[config.mk]
export PLATFORM = sky130hd
export DESIGN_NAME = ifetch
export DESIGN_NICKNAME = d
export VERILOG_FILES = /design/src/rtl/ifetch_pkg.sv /design/src/rtl/ifetch.sv
export SDC_FILE = /design/constraint.sdc
export NUM_CORES = 1
export LEC_CHECK = 0
export CAP_MARGIN = 10
export CELL_PAD_IN_SITES_DETAIL_PLACEMENT = 0
export CELL_PAD_IN_SITES_GLOBAL_PLACEMENT = 1
export CORE_MARGIN = 2
export CORE_UTILIZATION = 40
export CTS_CLUSTER_SIZE = 40
export DETAILED_ROUTE_END_ITERATION = 6
export PLACE_DENSITY_LB_ADDON = 0.25
export REMOVE_ABC_BUFFERS = 1
export SLEW_MARGIN = 25
export SYNTH_ARGS = -nofsm -noshare
export SYNTH_HDL_FRONTEND = slang
export SYNTH_SLANG_ARGS = --single-unit
[constraint.sdc]
create_clock -name clk -period 6.2 [get_ports clk]
set_input_delay 0.93 -clock clk [delete_from_list [all_inputs] [get_ports clk]]
set_output_delay 0.93 -clock clk [all_outputs]
set_load 0.05 [all_outputs]
[src/rtl/ifetch_pkg.sv]
// Shared rvga types and constants for the fetch stage.
// Defines the control word, fetch FSM states and the PC step.
package ifetch_pkg;

  localparam logic [31:0] RVGA_WORDSIZE = 32'd4;

  typedef enum logic [1:0] {
    IDLE,
    FETCH,
    FULL,
    FLUSH
  } ifetch_state_t;

  typedef struct packed {
    logic [31:0] inst;
    logic [31:0] pc;
    logic [4:0]  rd;
    logic [4:0]  rs1;
    logic [4:0]  rs2;
    logic [31:0] imm;
  } rvga_cword;

  localparam rvga_cword RVGA_BUBBLE = '0;

  function automatic rvga_cword make_cword(
    input logic [31:0] inst,
    input logic [31:0] pc
  );
    rvga_cword c;
    c      = RVGA_BUBBLE;
    c.inst = inst;
    c.pc   = pc;
    return c;
  endfunction

endpackage

[src/rtl/ifetch.sv]
// Fetch stage: owns PC, single-outstanding imem requests, feeds decode.
// Ports: clk/rst_n, stall, redirect/redirect_pc, imem_* bus, if_de_cword.
module ifetch
  import ifetch_pkg::*;
#(
  parameter logic [31:0] RESET_PC = 32'h0000_0000,
  parameter logic [31:0] WORDSIZE = RVGA_WORDSIZE
) (
  input  logic        clk,
  input  logic        rst_n,
  input  logic        stall,
  input  logic        redirect,
  input  logic [31:0] redirect_pc,
  output logic        imem_req,
  output logic [31:0] imem_addr,
  input  logic        imem_ack,
  input  logic [31:0] imem_rdata,
  output rvga_cword   if_de_cword
);

  ifetch_state_t state;
  logic [31:0]   pc;
  logic [31:0]   req_addr;
  logic [31:0]   buf_inst;
  logic [31:0]   tgt;
  logic [31:0]   pc_inc;

  assign tgt       = {redirect_pc[31:2], 2'b00};
  assign pc_inc    = pc + WORDSIZE;
  assign imem_req  = (state == FETCH) || (state == FLUSH);
  // In FLUSH the squashed request stays on the bus until acked.
  assign imem_addr = (state == FLUSH) ? req_addr : pc;

  always_ff @(posedge clk or negedge rst_n) begin
    if (!rst_n) begin
      state       <= IDLE;
      pc          <= RESET_PC;
      req_addr    <= RESET_PC;
      buf_inst    <= '0;
      if_de_cword <= RVGA_BUBBLE;
    end else begin
      if (redirect) begin
        if_de_cword <= RVGA_BUBBLE;
      end
      unique case (state)
        IDLE: begin
          state <= FETCH;
        end
        FETCH: begin
          if (redirect) begin
            pc <= tgt;
            if (!imem_ack) begin
              req_addr <= pc;
              state    <= FLUSH;
            end
          end else if (imem_ack) begin
            if (!stall) begin
              if_de_cword <= make_cword(imem_rdata, pc);
              pc          <= pc_inc;
            end else begin
              buf_inst <= imem_rdata;
              state    <= FULL;
            end
          end else if (!stall) begin
            if_de_cword <= RVGA_BUBBLE;
          end
        end
        FULL: begin
          if (redirect) begin
            pc    <= tgt;
            state <= FETCH;
          end else if (!stall) begin
            if_de_cword <= make_cword(buf_inst, pc);
            pc          <= pc_inc;
            state       <= FETCH;
          end
        end
        FLUSH: begin
          if (redirect) begin
            pc <= tgt;
          end
          if (imem_ack) begin
            state <= FETCH;
          end
        end
        default: begin
          state <= IDLE;
        end
      endcase
    end
  end

endmodule

### Word level (Yosys, flattened, before mapping)

Cells that the tools add are included.

| storage, ports and cells | value |
|---|---|
| output and inout port bits | 144 |
| register bits | 209 |
| input bits | 69 |
| logic and storage cells | 52 |

| operators by class | value |
|---|---|
| reductions and logical operators | 7 |
| bitwise operators | 2 |
| eq/ne operators | 9 |
| muxes and demuxes | 23 |
| add/subtract/negate cells | 1 |

Operators by type and width:

| operator | count |
|---|---|
| $mux W111 | 7 |
| $pmux W111 S2 | 1 |
| $mux W32 | 6 |
| $pmux W32 S3 | 1 |
| $add A32 B3 Y32 const B | 1 |
| $mux W2 | 7 |
| $ne A3 B3 Y1 const B | 4 |
| $pmux W2 S4 | 1 |
| $reduce_and A3 Y1 | 2 |
| $reduce_and A5 Y1 | 1 |
| $eq A2 B2 Y1 const B | 2 |
| $ne A2 B2 Y1 const B | 2 |
| $reduce_and A4 Y1 | 1 |
| $reduce_bool A3 Y1 | 1 |
| $eq A2 B1 Y1 const B | 1 |
| $logic_not A2 Y1 | 1 |
| $not A1 Y1 | 2 |
| $logic_or A1 B1 Y1 | 1 |

### Logic depth before layout (Yosys ltp)

Gate-level depths: netlist of run 1.

| depth | value |
|---|---|
| depth in word-level cells | 5 |
| gate-level depth with buffers | 9 |
| gate-level depth less buffers | 7 |

### Worst setup path before layout of run 1

No wires, ideal clock.

| timing path | value |
|---|---|
| path type | register to output |
| start | reg state[0] |
| end | out imem_addr[10] |
| data required time | 5.270 ns |
| arrival time | 2.063 ns |
| cell stages (with the launch flop) | 5 |
| slack | 3.207 ns |
| path buffers | 2 |
| cell sequence | dfrtp_1 > ha_1 > buf_2 > buf_1 > o21ai_0 |

| on the way | value |
|---|---|
| word-level cells in the longest chain between the ends | 2 |

Ends and longest elaborated chain:

| element | line | source |
|---|---|---|
| start: declaration | ifetch.sv:21 | `ifetch_state_t state;` |
| start signal: assignment | ifetch.sv:36 | `state <= IDLE;` |
| start signal: assignment | ifetch.sv:47 | `state <= FETCH;` |
| start signal: assignment | ifetch.sv:54 | `state <= FLUSH;` |
| $eq A2 B2 Y1 | ifetch.sv:32 | `assign imem_addr = (state == FLUSH) ? req_addr : pc;` |
| $mux W32 | ifetch.sv:32 |  |
| end: declaration | ifetch.sv:15 | `output logic [31:0] imem_addr,` |

Every way passes these cells.

### Final worst setup path of run 1

| timing path | value |
|---|---|
| start | reg state[0] |
| end | out imem_addr[20] |

Same word-level chain as after synthesis.

==> flow_summary.json, run 1 <==
{
  "synth_seq_cells": 205,
  "syn_area_mm2": 0.008796,
  "chipWidth_um": 152.3,
  "htreeDepth": 1,
  "grt_setup_unrepaired": "no",
  "finalCritPeriodShare_pct": 61.53,
  "power_density_mw_per_mm2": 483.8,
  "synth_edf_count": 0,
  "finalNetCount": 1012,
  "post-place-ws_ns": 2.708,
  "r2r.worst_path.cells": 7,
  "synth_top_area_share_pct": 58.32,
  "r2r_end": "if_de_cword[49]$_DFF_PN0_",
  "synthFlopType": "dfrtp_1",
  "hpwl_mm": 14.18,
  "total_leakage_power_uw": 0.005004,
  "die_h_um": 152.3,
  "skew_ns": 0.01392,
  "worst_slack_ns": 2.385,
  "worstSetupPathType": "reg -> out",
  "drtIter0Drc": 316,
  "r2r_start": "state[0]$_DFFE_PN0P_",
  "drc_errors": 0,
  "netlist_instances": 757,
  "synthArstFlopShare_pct": 100.0,
  "grt_pass1_wl_mm": 36.87,
  "hp-class": "reg -> reg",
  "max_cap_violations": 0,
  "numCtsBuffers": 23,
  "ys_warn_count": 0,
  "startpoint_type": "flip-flop",
  "synth_most_common_cell": "dfrtp_1",
  "reg2reg_slack_ns": 3.16,
  "area_growth_pct": 34.01,
  "critPathCaptureType": "output pin",
  "stdcell_count": 1231,
  "antenna_found_initial": 0,
  "yosysUniqueCellTypes": 50,
  "cts_resized": 0,
  "placed_cells": 1193,
  "startpoint": "state[0]$_DFFE_PN0P_",
  "setup_viol": 0,
  "arrival_ns": 2.88,
  "vias": 6471,
  "holdPathStages": 2,
  "finalCriticalPeriod_ns": 3.815,
  "maxSlewHeadroom_pct": 37.50,
  "cts_setup_buffers": 0,
  "die_area_mm2": 0.02319,
  "tightest_slew_ns": 0.9375,
  "via_per_inst": 5.257,
  "crit_end": "imem_addr[20]",
  "postCtsHoldBufs": 0,
  "rows": 54,
  "tns_ns": 0,
  "clk_pin_slew_ns": 0.06,
  "grt_pass1_vias": 6554,
  "yosys-top-cells-area": "dfrtp_1, mux2_2, and2_1",
  "clock_sinks": 205,
  "fillers": 1922,
  "clk_latency_ns": 0.50,
  "cts_tree": "yes",
  "drv_slew": 0,
  "hold_violations": 0,
  "required_ns": 5.27,
  "grt_use_total_pct": 19.22,
  "wl_per_cell_um": 18.21,
  "postRouteAntennaNets": 0,
  "ctsRootBufferMaster": "clkbuf_16",
  "grt-ovfl-total": 0,
  "antenna_cells": 0,
  "coreArea_mm2": 0.02169,
  "firstDrtPassIters": 4,
  "io_buffers": 208,
  "ctsLongestPathBuffers": 3,
  "place_congestion": 0.7405,
  "ir_drop_mv": 0.3020,
  "grt_max_degree": 104,
  "start_util_pct": 40.56,
  "synth_area_per_cell_um2": 11.62,
  "ys_seq_area_share_pct": 58.32,
  "outcome": "finished clean",
  "yosys-top-cells-count": "dfrtp_1, mux2_2, nand2_1",
  "layout-drive-gt1-share_pct": 15.67,
  "critPathMaxFanout": 38,
  "design_power_total_uw": 5703,
  "pin_count": 213,
  "fmax_mhz": 262.1,
  "wl_mm": 22.41,
  "synth_largest_area_cell": "dfrtp_1"
}
## metal layers
metal | global-route usage (%) | vias to the layer above | part of all wire, %
met5 | 0 | - | 0
met4 | 3.738 | 0 | 1.3
met3 | 4.664 | 19 | 6.8
met2 | 29.86 | 191 | 45
met1 | 27.74 | 3197 | 47
li1 | - | 3064 | -
## sequential cells by signal, indices dropped and copies added (netlist names)
name         count
if_de_cword    111
buf_inst        32
pc              30
req_addr        30
state            2
## placed cells by master (no fill, tap or decap), drive strengths merged, types with 2 or more instances in the layout
| cell | instances |
|---|---|
| and4 | 6 |
| or2 | 3 |
| a21oi | 29 |
| o22ai | 8 |
| a311o | 2 |
| a21o | 2 |
| ha | 5 |
| inv | 8 |
| clkbuf | 32 |
| mux2i | 2 |
| or3 | 2 |
| nor4 | 4 |
| nand3 | 10 |
| clkdlybuf4s50 | 207 |
| o21ai | 55 |
| mux2 | 86 |
| nand4 | 7 |
| o32ai | 2 |
| a31oi | 7 |
| a22oi | 33 |
| and4b | 2 |
| dfrtp | 205 |
| nand2 | 61 |
| buf | 11 |
| and2 | 53 |
| nor3 | 9 |
| nor2 | 25 |
| nor2b | 2 |
| nand2b | 2 |
| o22a | 2 |
| clkinv | 4 |
| bufinv | 2 |
| conb | 2 |
| a2bb2oi | 2 |
| and3 | 10 |
| a22o | 30 |
| a211oi | 10 |
## report_power, final
part | internal, uW | switching [uW] | total [uW]
logic | 907 | 1470 | 2380
registers | 1690 | 321 | 2010
clock network | 785 | 527 | 1310
## how the worst min path moves through the flow
stage	endpoint	startpoint	slack (ns)
after detailed placement	if_de_cword[82]$_DFF_PN0_	if_de_cword[82]$_DFF_PN0_	0.47
final	if_de_cword[82]$_DFF_PN0_	if_de_cword[82]$_DFF_PN0_	0.47
after global placement	if_de_cword[82]$_DFF_PN0_	if_de_cword[82]$_DFF_PN0_	0.46
after CTS	if_de_cword[82]$_DFF_PN0_	if_de_cword[82]$_DFF_PN0_	0.48
after global routing	if_de_cword[24]$_DFF_PN0_	if_de_cword[24]$_DFF_PN0_	0.49
after floorplan	req_addr[10]$_DFFE_PN0P_	req_addr[10]$_DFFE_PN0P_	0.45
## per-stage QoR
step	instance area, um2	hold slack (ns)	utilization, %
after global placement	11070	0.4593	51.06
after detailed placement	11070	0.4695	51.06
after CTS	11790	0.4829	54.35
after floorplan	8534	0.4502	-
after global routing	11790	0.4882	54.35
final	11790	0.4740	54.35
## critical path, cell delays in order, from the launching register on
cell,delay [ns]
dfrtp_1,0.40
ha_2,0.82
mux2_2,0.41
clkdlybuf4s50_1,0.75
## cell families (layout without fill, tap and decap cells)
| kind of cell | after synthesis | after routing | synth area share (%) |
|---|---|---|---|
| flip-flops | 205 | 205 | 58.32 |
| buffers and inverters | 72 | 265 | 3.357 |
| multiplexers | 88 | 88 | 11.24 |
| AND/OR/NAND/NOR | 196 | 196 | 11.99 |
| adder cells (fa/ha/maj) | 5 | 5 | 0.7112 |
| other | 1 | 2 | 0.04263 |
| AO/OA/AOI/OAI | 190 | 190 | 14.34 |
## cell type report
cell class                 count  area, um2  area share, %
timing repair buffer         219       2168          18.40
clock buffer                  31      625.6          5.307
inverter                       8      30.03         0.2547
tap                          280      350.3          2.972
sequential                   205       5130          43.52
clock inverter                 7      87.58         0.7430
multi-input combinational    481       3396          28.81
Note: power is estimated with default switching activity, not from simulation.
==> run 2: changes to the inputs <==
--- a/config.mk
+++ b/config.mk
@@ -9,7 +9,7 @@
 export CELL_PAD_IN_SITES_DETAIL_PLACEMENT = 0
 export CELL_PAD_IN_SITES_GLOBAL_PLACEMENT = 1
 export CORE_MARGIN = 2
-export CORE_UTILIZATION = 40
+export CORE_UTILIZATION = 39
 export CTS_CLUSTER_SIZE = 40
 export DETAILED_ROUTE_END_ITERATION = 6
 export PLACE_DENSITY_LB_ADDON = 0.25
==> constraint.sdc (replaced) <==
create_clock -name clk -period 3.9 [get_ports clk]
set_input_delay 0.585 -clock clk [delete_from_list [all_inputs] [get_ports clk]]
set_output_delay 0.585 -clock clk [all_outputs]
set_load 0.05 [all_outputs]
==> run 2 against run 1 <==
  * Clock power rose by 55%
  * Clock skew is 0.0065 ns lower
  * Count of clock-buffer cells in the layout rose by 3
  * Register-to-register slack got worse by 1.9 ns
  * Largest power group unchanged
==> flow_summary.json, run 2 (same netlist as run 1, synthesis figures left out) <==
{
  "drc_errors": 0,
  "setup_viol": 0,
  "design_power_total_uw": 9017,
  "critPathCaptureType": "output pin",
  "clock_sinks": 205,
  "fmax_mhz": 286.2,
  "required_ns": 3.31,
  "r2r_end": "pc[26]$_DFFE_PN0P_",
  "power_density_mw_per_mm2": 762.5,
  "htreeDepth": 1,
  "clk_pin_slew_ns": 0.06,
  "antenna_cells": 0,
  "clk_latency_ns": 0.50,
  "ctsLongestPathBuffers": 3,
  "via_per_inst": 5.303,
  "numCtsBuffers": 23,
  "ir_drop_mv": 0.5452,
  "finalNetCount": 1016,
  "grt-ovfl-total": 0,
  "finalCriticalPeriod_ns": 3.493,
  "postRouteAntennaNets": 0,
  "critPathMaxFanout": 38,
  "die_area_mm2": 0.02377,
  "top_register": "if_de_cword",
  "layout_common_cells": "clkdlybuf4s50_1, dfrtp_1, mux2_2, nand2_1, o21ai_0",
  "startpoint_type": "flip-flop",
  "arrival_ns": 2.91,
  "grt_pass1_vias": 6444,
  "r2r_start": "state[0]$_DFFE_PN0P_",
  "ctsRootBufferMaster": "clkbuf_16",
  "maxSlewHeadroom_pct": 35.70,
  "antenna_found_initial": 0,
  "pin_count": 213,
  "grt_pass1_wl_mm": 36.14,
  "max_cap_violations": 0,
  "io_buffers": 208,
  "grt_max_degree": 96,
  "fin_util_pct": 53.85,
  "postCtsHoldBufs": 0,
  "r2r.worst_path.cells": 5,
  "rows": 54,
  "hold_slack_ns": 0.1333,
  "worstSetupPathType": "reg -> out",
  "grt_use_total_pct": 18.75,
  "final_common_cell": "clkdlybuf4s50_1",
  "hp-class": "in -> async",
  "hpwl_mm": 14.25,
  "startpoint": "state[0]$_DFFE_PN0P_",
  "finalCritPeriodShare_pct": 89.58,
  "drtIter0Drc": 353,
  "outcome": "finished clean",
  "reg2reg_slack_ns": 1.27,
  "grt_setup_unrepaired": "no",
  "area_growth_pct": 34.44,
  "multi_input_area_mm2": 0.003396,
  "largest_reg_flops": 111,
  "hold_violations": 0,
  "die_h_um": 154.2,
  "start_util_pct": 40.06,
  "total_leakage_power_uw": 0.005028,
  "cts_tree": "yes",
  "chipWidth_um": 154.2,
  "layout-drive-gt1-share_pct": 16.14,
  "regArea_mm2": 0.005130,
  "firstDrtPassIters": 4,
  "tightest_slew_ns": 0.9645,
  "wl_mm": 22.33,
  "drv_slew": 0,
  "cts_resized": 0,
  "cts_setup_buffers": 0,
  "vias": 6544,
  "fillers": 1970,
  "place_congestion": 0.7869,
  "skew_ns": 0.007387,
  "wl_per_cell_um": 18.09,
  "reg.largest.list": "if_de_cword: 111 flops, buf_inst: 32 flops",
  "crit_end": "imem_addr[19]",
  "coreArea_mm2": 0.02196
}
## run 2: cell types whose count changed in the layout (fill, tap and decap cells not counted)
cell,before,now
buf_12,0,1
buf_4,11,14
bufinv_16,2,0
clkbuf_1,6,4
clkbuf_8,3,8
clkinv_2,4,1
inv_6,0,1
## run 2: power by group
part | switching, uW | internal (uW) | leakage, uW
sequential | 516 | 2690 | 0.00264
clock | 826 | 1210 | 0.000347
combinational | 2330 | 1450 | 0.00204
total | 3670 | 5350 | 0.00503
## run 2: critical path, stage by stage, from the launching register on
cell and delay (ns):
dfrtp_1 0.41, ha_2 0.85, mux2_2 0.41, clkdlybuf4s50_1 0.73
## run 2: metal layers
layer	routed length [um]	GRT usage, %	vias to the layer above
li1	-	-	3082
met1	10340	26.72	3243
met2	10030	29.25	194
met3	1643	4.875	25
met4	312	3.605	0
met5	0	0	-
## run 2: area by class of cell
class | count | share of cell area, %
flip-flops and latches | 205 | 43.38
multi-input cells | 481 | 28.72
inverters | 8 | 0.2539
clock buffers | 34 | 5.809
well taps | 280 | 2.963
repair buffers | 223 | 18.70
clock inverters | 3 | 0.1799
## run 2: worst min path at each step
stage	depth (start not counted)	end	startpoint	slack, ns
after floorplan	0	buf_inst[0]$_DFFE_PN0P_	rst_n	0.29
after global placement	2	if_de_cword[96]$_DFF_PN0_	if_de_cword[96]$_DFF_PN0_	0.46
final	1	if_de_cword[81]$_DFF_PN0_	rst_n	0.13
after detailed placement	2	if_de_cword[110]$_DFF_PN0_	if_de_cword[110]$_DFF_PN0_	0.47
after CTS	1	if_de_cword[93]$_DFF_PN0_	rst_n	0.18
after global routing	1	if_de_cword[81]$_DFF_PN0_	rst_n	0.20
## run 2: per-stage QoR
step                      std cells  TNS [ns]  setup slack (ns)  area, um2
after global placement         1197         0            0.9198      11120
after global routing           1234         0            0.2704      11830
final                          1234         0            0.4065      11830
after CTS                      1234         0            0.3610      11830
after floorplan                 694   -131.69            -1.285       8534
after detailed placement       1197         0            0.9079      11120
==> run 3: changes to the inputs <==
--- a/config.mk
+++ b/config.mk
@@ -8,7 +8,7 @@
 export CAP_MARGIN = 10
 export CELL_PAD_IN_SITES_DETAIL_PLACEMENT = 0
 export CELL_PAD_IN_SITES_GLOBAL_PLACEMENT = 1
-export CORE_MARGIN = 2
+export CORE_MARGIN = 4
 export CORE_UTILIZATION = 39
 export CTS_CLUSTER_SIZE = 40
 export DETAILED_ROUTE_END_ITERATION = 6
==> run 3 against run 2 <==
  * Register-to-register slack better by 0.02 ns
  * Die area increased by 5.3%
  * Global-route usage shrank 0.90 points
  * First-iteration DRC count up 3.4%
  * Highest routed layer unchanged
==> flow_summary.json, run 3 (same netlist as run 1, synthesis figures left out) <==
{
  "grt_pass1_vias": 6502,
  "place_congestion": 0.7758,
  "startpoint_type": "flip-flop",
  "stdcell_area_mm2": 0.01194,
  "start_util_pct": 39.93,
  "grt_max_degree": 124,
  "postRouteAntennaNets": 0,
  "cts_resized": 0,
  "finalNetCount": 1019,
  "ctsLongestPathBuffers": 3,
  "total_leakage_power_uw": 0.005070,
  "skew_ns": 0.01226,
  "die_area_mm2": 0.02502,
  "r2r.worst_path.cells": 5,
  "grt-ovfl-total": 0,
  "via_per_inst": 5.298,
  "fmax_mhz": 287.8,
  "tightest_slew_ns": 0.9384,
  "critPathMaxFanout": 38,
  "worstSetupPathType": "reg -> out",
  "top_register": "if_de_cword",
  "min_to": "if_de_cword[104]$_DFF_PN0_",
  "layout-drive-gt1-share_pct": 16.49,
  "chipWidth_um": 158.2,
  "antenna_cells": 0,
  "io_buffers": 208,
  "wl_met3_mm": 1.821,
  "numCtsBuffers": 23,
  "coreArea_mm2": 0.02203,
  "die_h_um": 158.2,
  "hold_violations": 0,
  "maxSlewHeadroom_pct": 37.44,
  "reg2reg_slack_ns": 1.29,
  "grt_setup_unrepaired": "no",
  "placed_cells": 1198,
  "power_density_mw_per_mm2": 767.7,
  "clk_pin_slew_ns": 0.07,
  "stdcell_count": 1238,
  "vias": 6559,
  "critPathCaptureType": "output pin",
  "r2r_start": "state[0]$_DFFE_PN0P_",
  "top_layer": "met4",
  "pin_count": 213,
  "outcome": "finished clean",
  "ir_drop_mv": 0.6612,
  "final_common_cell": "clkdlybuf4s50_1",
  "grt_use_total_pct": 17.85,
  "rows": 54,
  "required_ns": 3.31,
  "max_cap_violations": 0,
  "fillers": 1917,
  "finalCritPeriodShare_pct": 89.09,
  "arrival_ns": 2.89,
  "postPlaceCellArea_mm2": 0.01115,
  "reg.largest.list": "if_de_cword: 111 flops, buf_inst: 32 flops",
  "setup_viol": 0,
  "cts_tree": "yes",
  "wl_per_cell_um": 18.37,
  "hp-start": "if_de_cword[104]$_DFF_PN0_",
  "holdPathStages": 2,
  "drtIter0Drc": 365,
  "antenna_found_initial": 0,
  "grt_pass1_wl_mm": 36.29,
  "clk_latency_ns": 0.49,
  "wl_mm": 22.74,
  "wl_met2_mm": 10.14,
  "r2r_end": "pc[26]$_DFFE_PN0P_",
  "hp-class": "reg -> reg",
  "hpwl_mm": 14.49,
  "largest_reg_flops": 111,
  "layout_common_cells": "clkdlybuf4s50_1, dfrtp_1, mux2_2, nand2_1, o21ai_0",
  "firstDrtPassIters": 5,
  "htreeDepth": 1,
  "drc_errors": 0,
  "area_growth_pct": 35.75,
  "wl_met1_mm": 10.45,
  "ctsRootBufferMaster": "clkbuf_16",
  "finalCriticalPeriod_ns": 3.475,
  "clock_sinks": 205,
  "drv_slew": 0
}
-- run 3: timing repair --
| action | in CTS | in global routing |
|---|---|---|
| hold endpoints to repair | 0 | 36 |
| buffers inserted | 0 | 0 |
| hold buffers | 0 | 1 |
-- run 3: area by class of cell --
cell class	count	area, um2	area share [%]
flip-flops and latches	205	5130	42.96
clock buffers	31	655.6	5.491
well taps	280	350.3	2.934
clock inverters	7	96.34	0.8069
multi-input cells	481	3396	28.44
repair buffers	226	2282	19.11
inverters	8	30.03	0.2515
-- run 3: per-layer routing --
layer / global-route usage (%) / vias to the layer above
met5: 0 / -
met4: 3.574 / 0
met3: 4.811 / 26
met2: 27.79 / 227
met1: 25.35 / 3207
li1: - / 3099
-- run 3: worst max-delay path by stage --
stage	to	depth (start not counted)	startpoint
finish	imem_addr[19]	3	state[0]$_DFFE_PN0P_
global route	imem_addr[9]	4	state[0]$_DFFE_PN0P_
CTS	imem_addr[19]	3	state[0]$_DFFE_PN0P_
detailed placement	imem_addr[19]	3	state[0]$_DFFE_PN0P_
global placement	imem_addr[19]	3	state[0]$_DFFE_PN0P_
floorplan	if_de_cword[49]$_DFF_PN0_	5	state[0]$_DFFE_PN0P_
-- run 3: critical path, stage by stage, from the launching register on --
cell and delay [ns]:
dfrtp_1 0.40, ha_2 0.80, mux2_2 0.41, clkdlybuf4s50_1 0.72
-- run 3: metrics by stage --
step / util [%] / setup WS, ns / hold WS [ns] / power [uW] / TNS, ns
final: 54.21 / 0.4254 / 0.4730 / 9167 / 0
after global routing: 54.21 / 0.2444 / 0.4903 / 9701 / 0
after CTS: 54.03 / 0.3694 / 0.3056 / 9283 / 0
after detailed placement: 50.62 / 0.9172 / 0.4696 / 7081 / 0
after global placement: 50.62 / 0.9269 / 0.4602 / 7038 / 0
after floorplan: - / -1.285 / 0.2894 / 5707 / -131.69
-- run 3: power breakdown --
part	internal, uW	leakage (uW)	switching (uW)
registers	2690	0.00264	524
logic	1480	0.00207	2330
clock network	1300	0.000360	841
total	5470	0.00507	3690
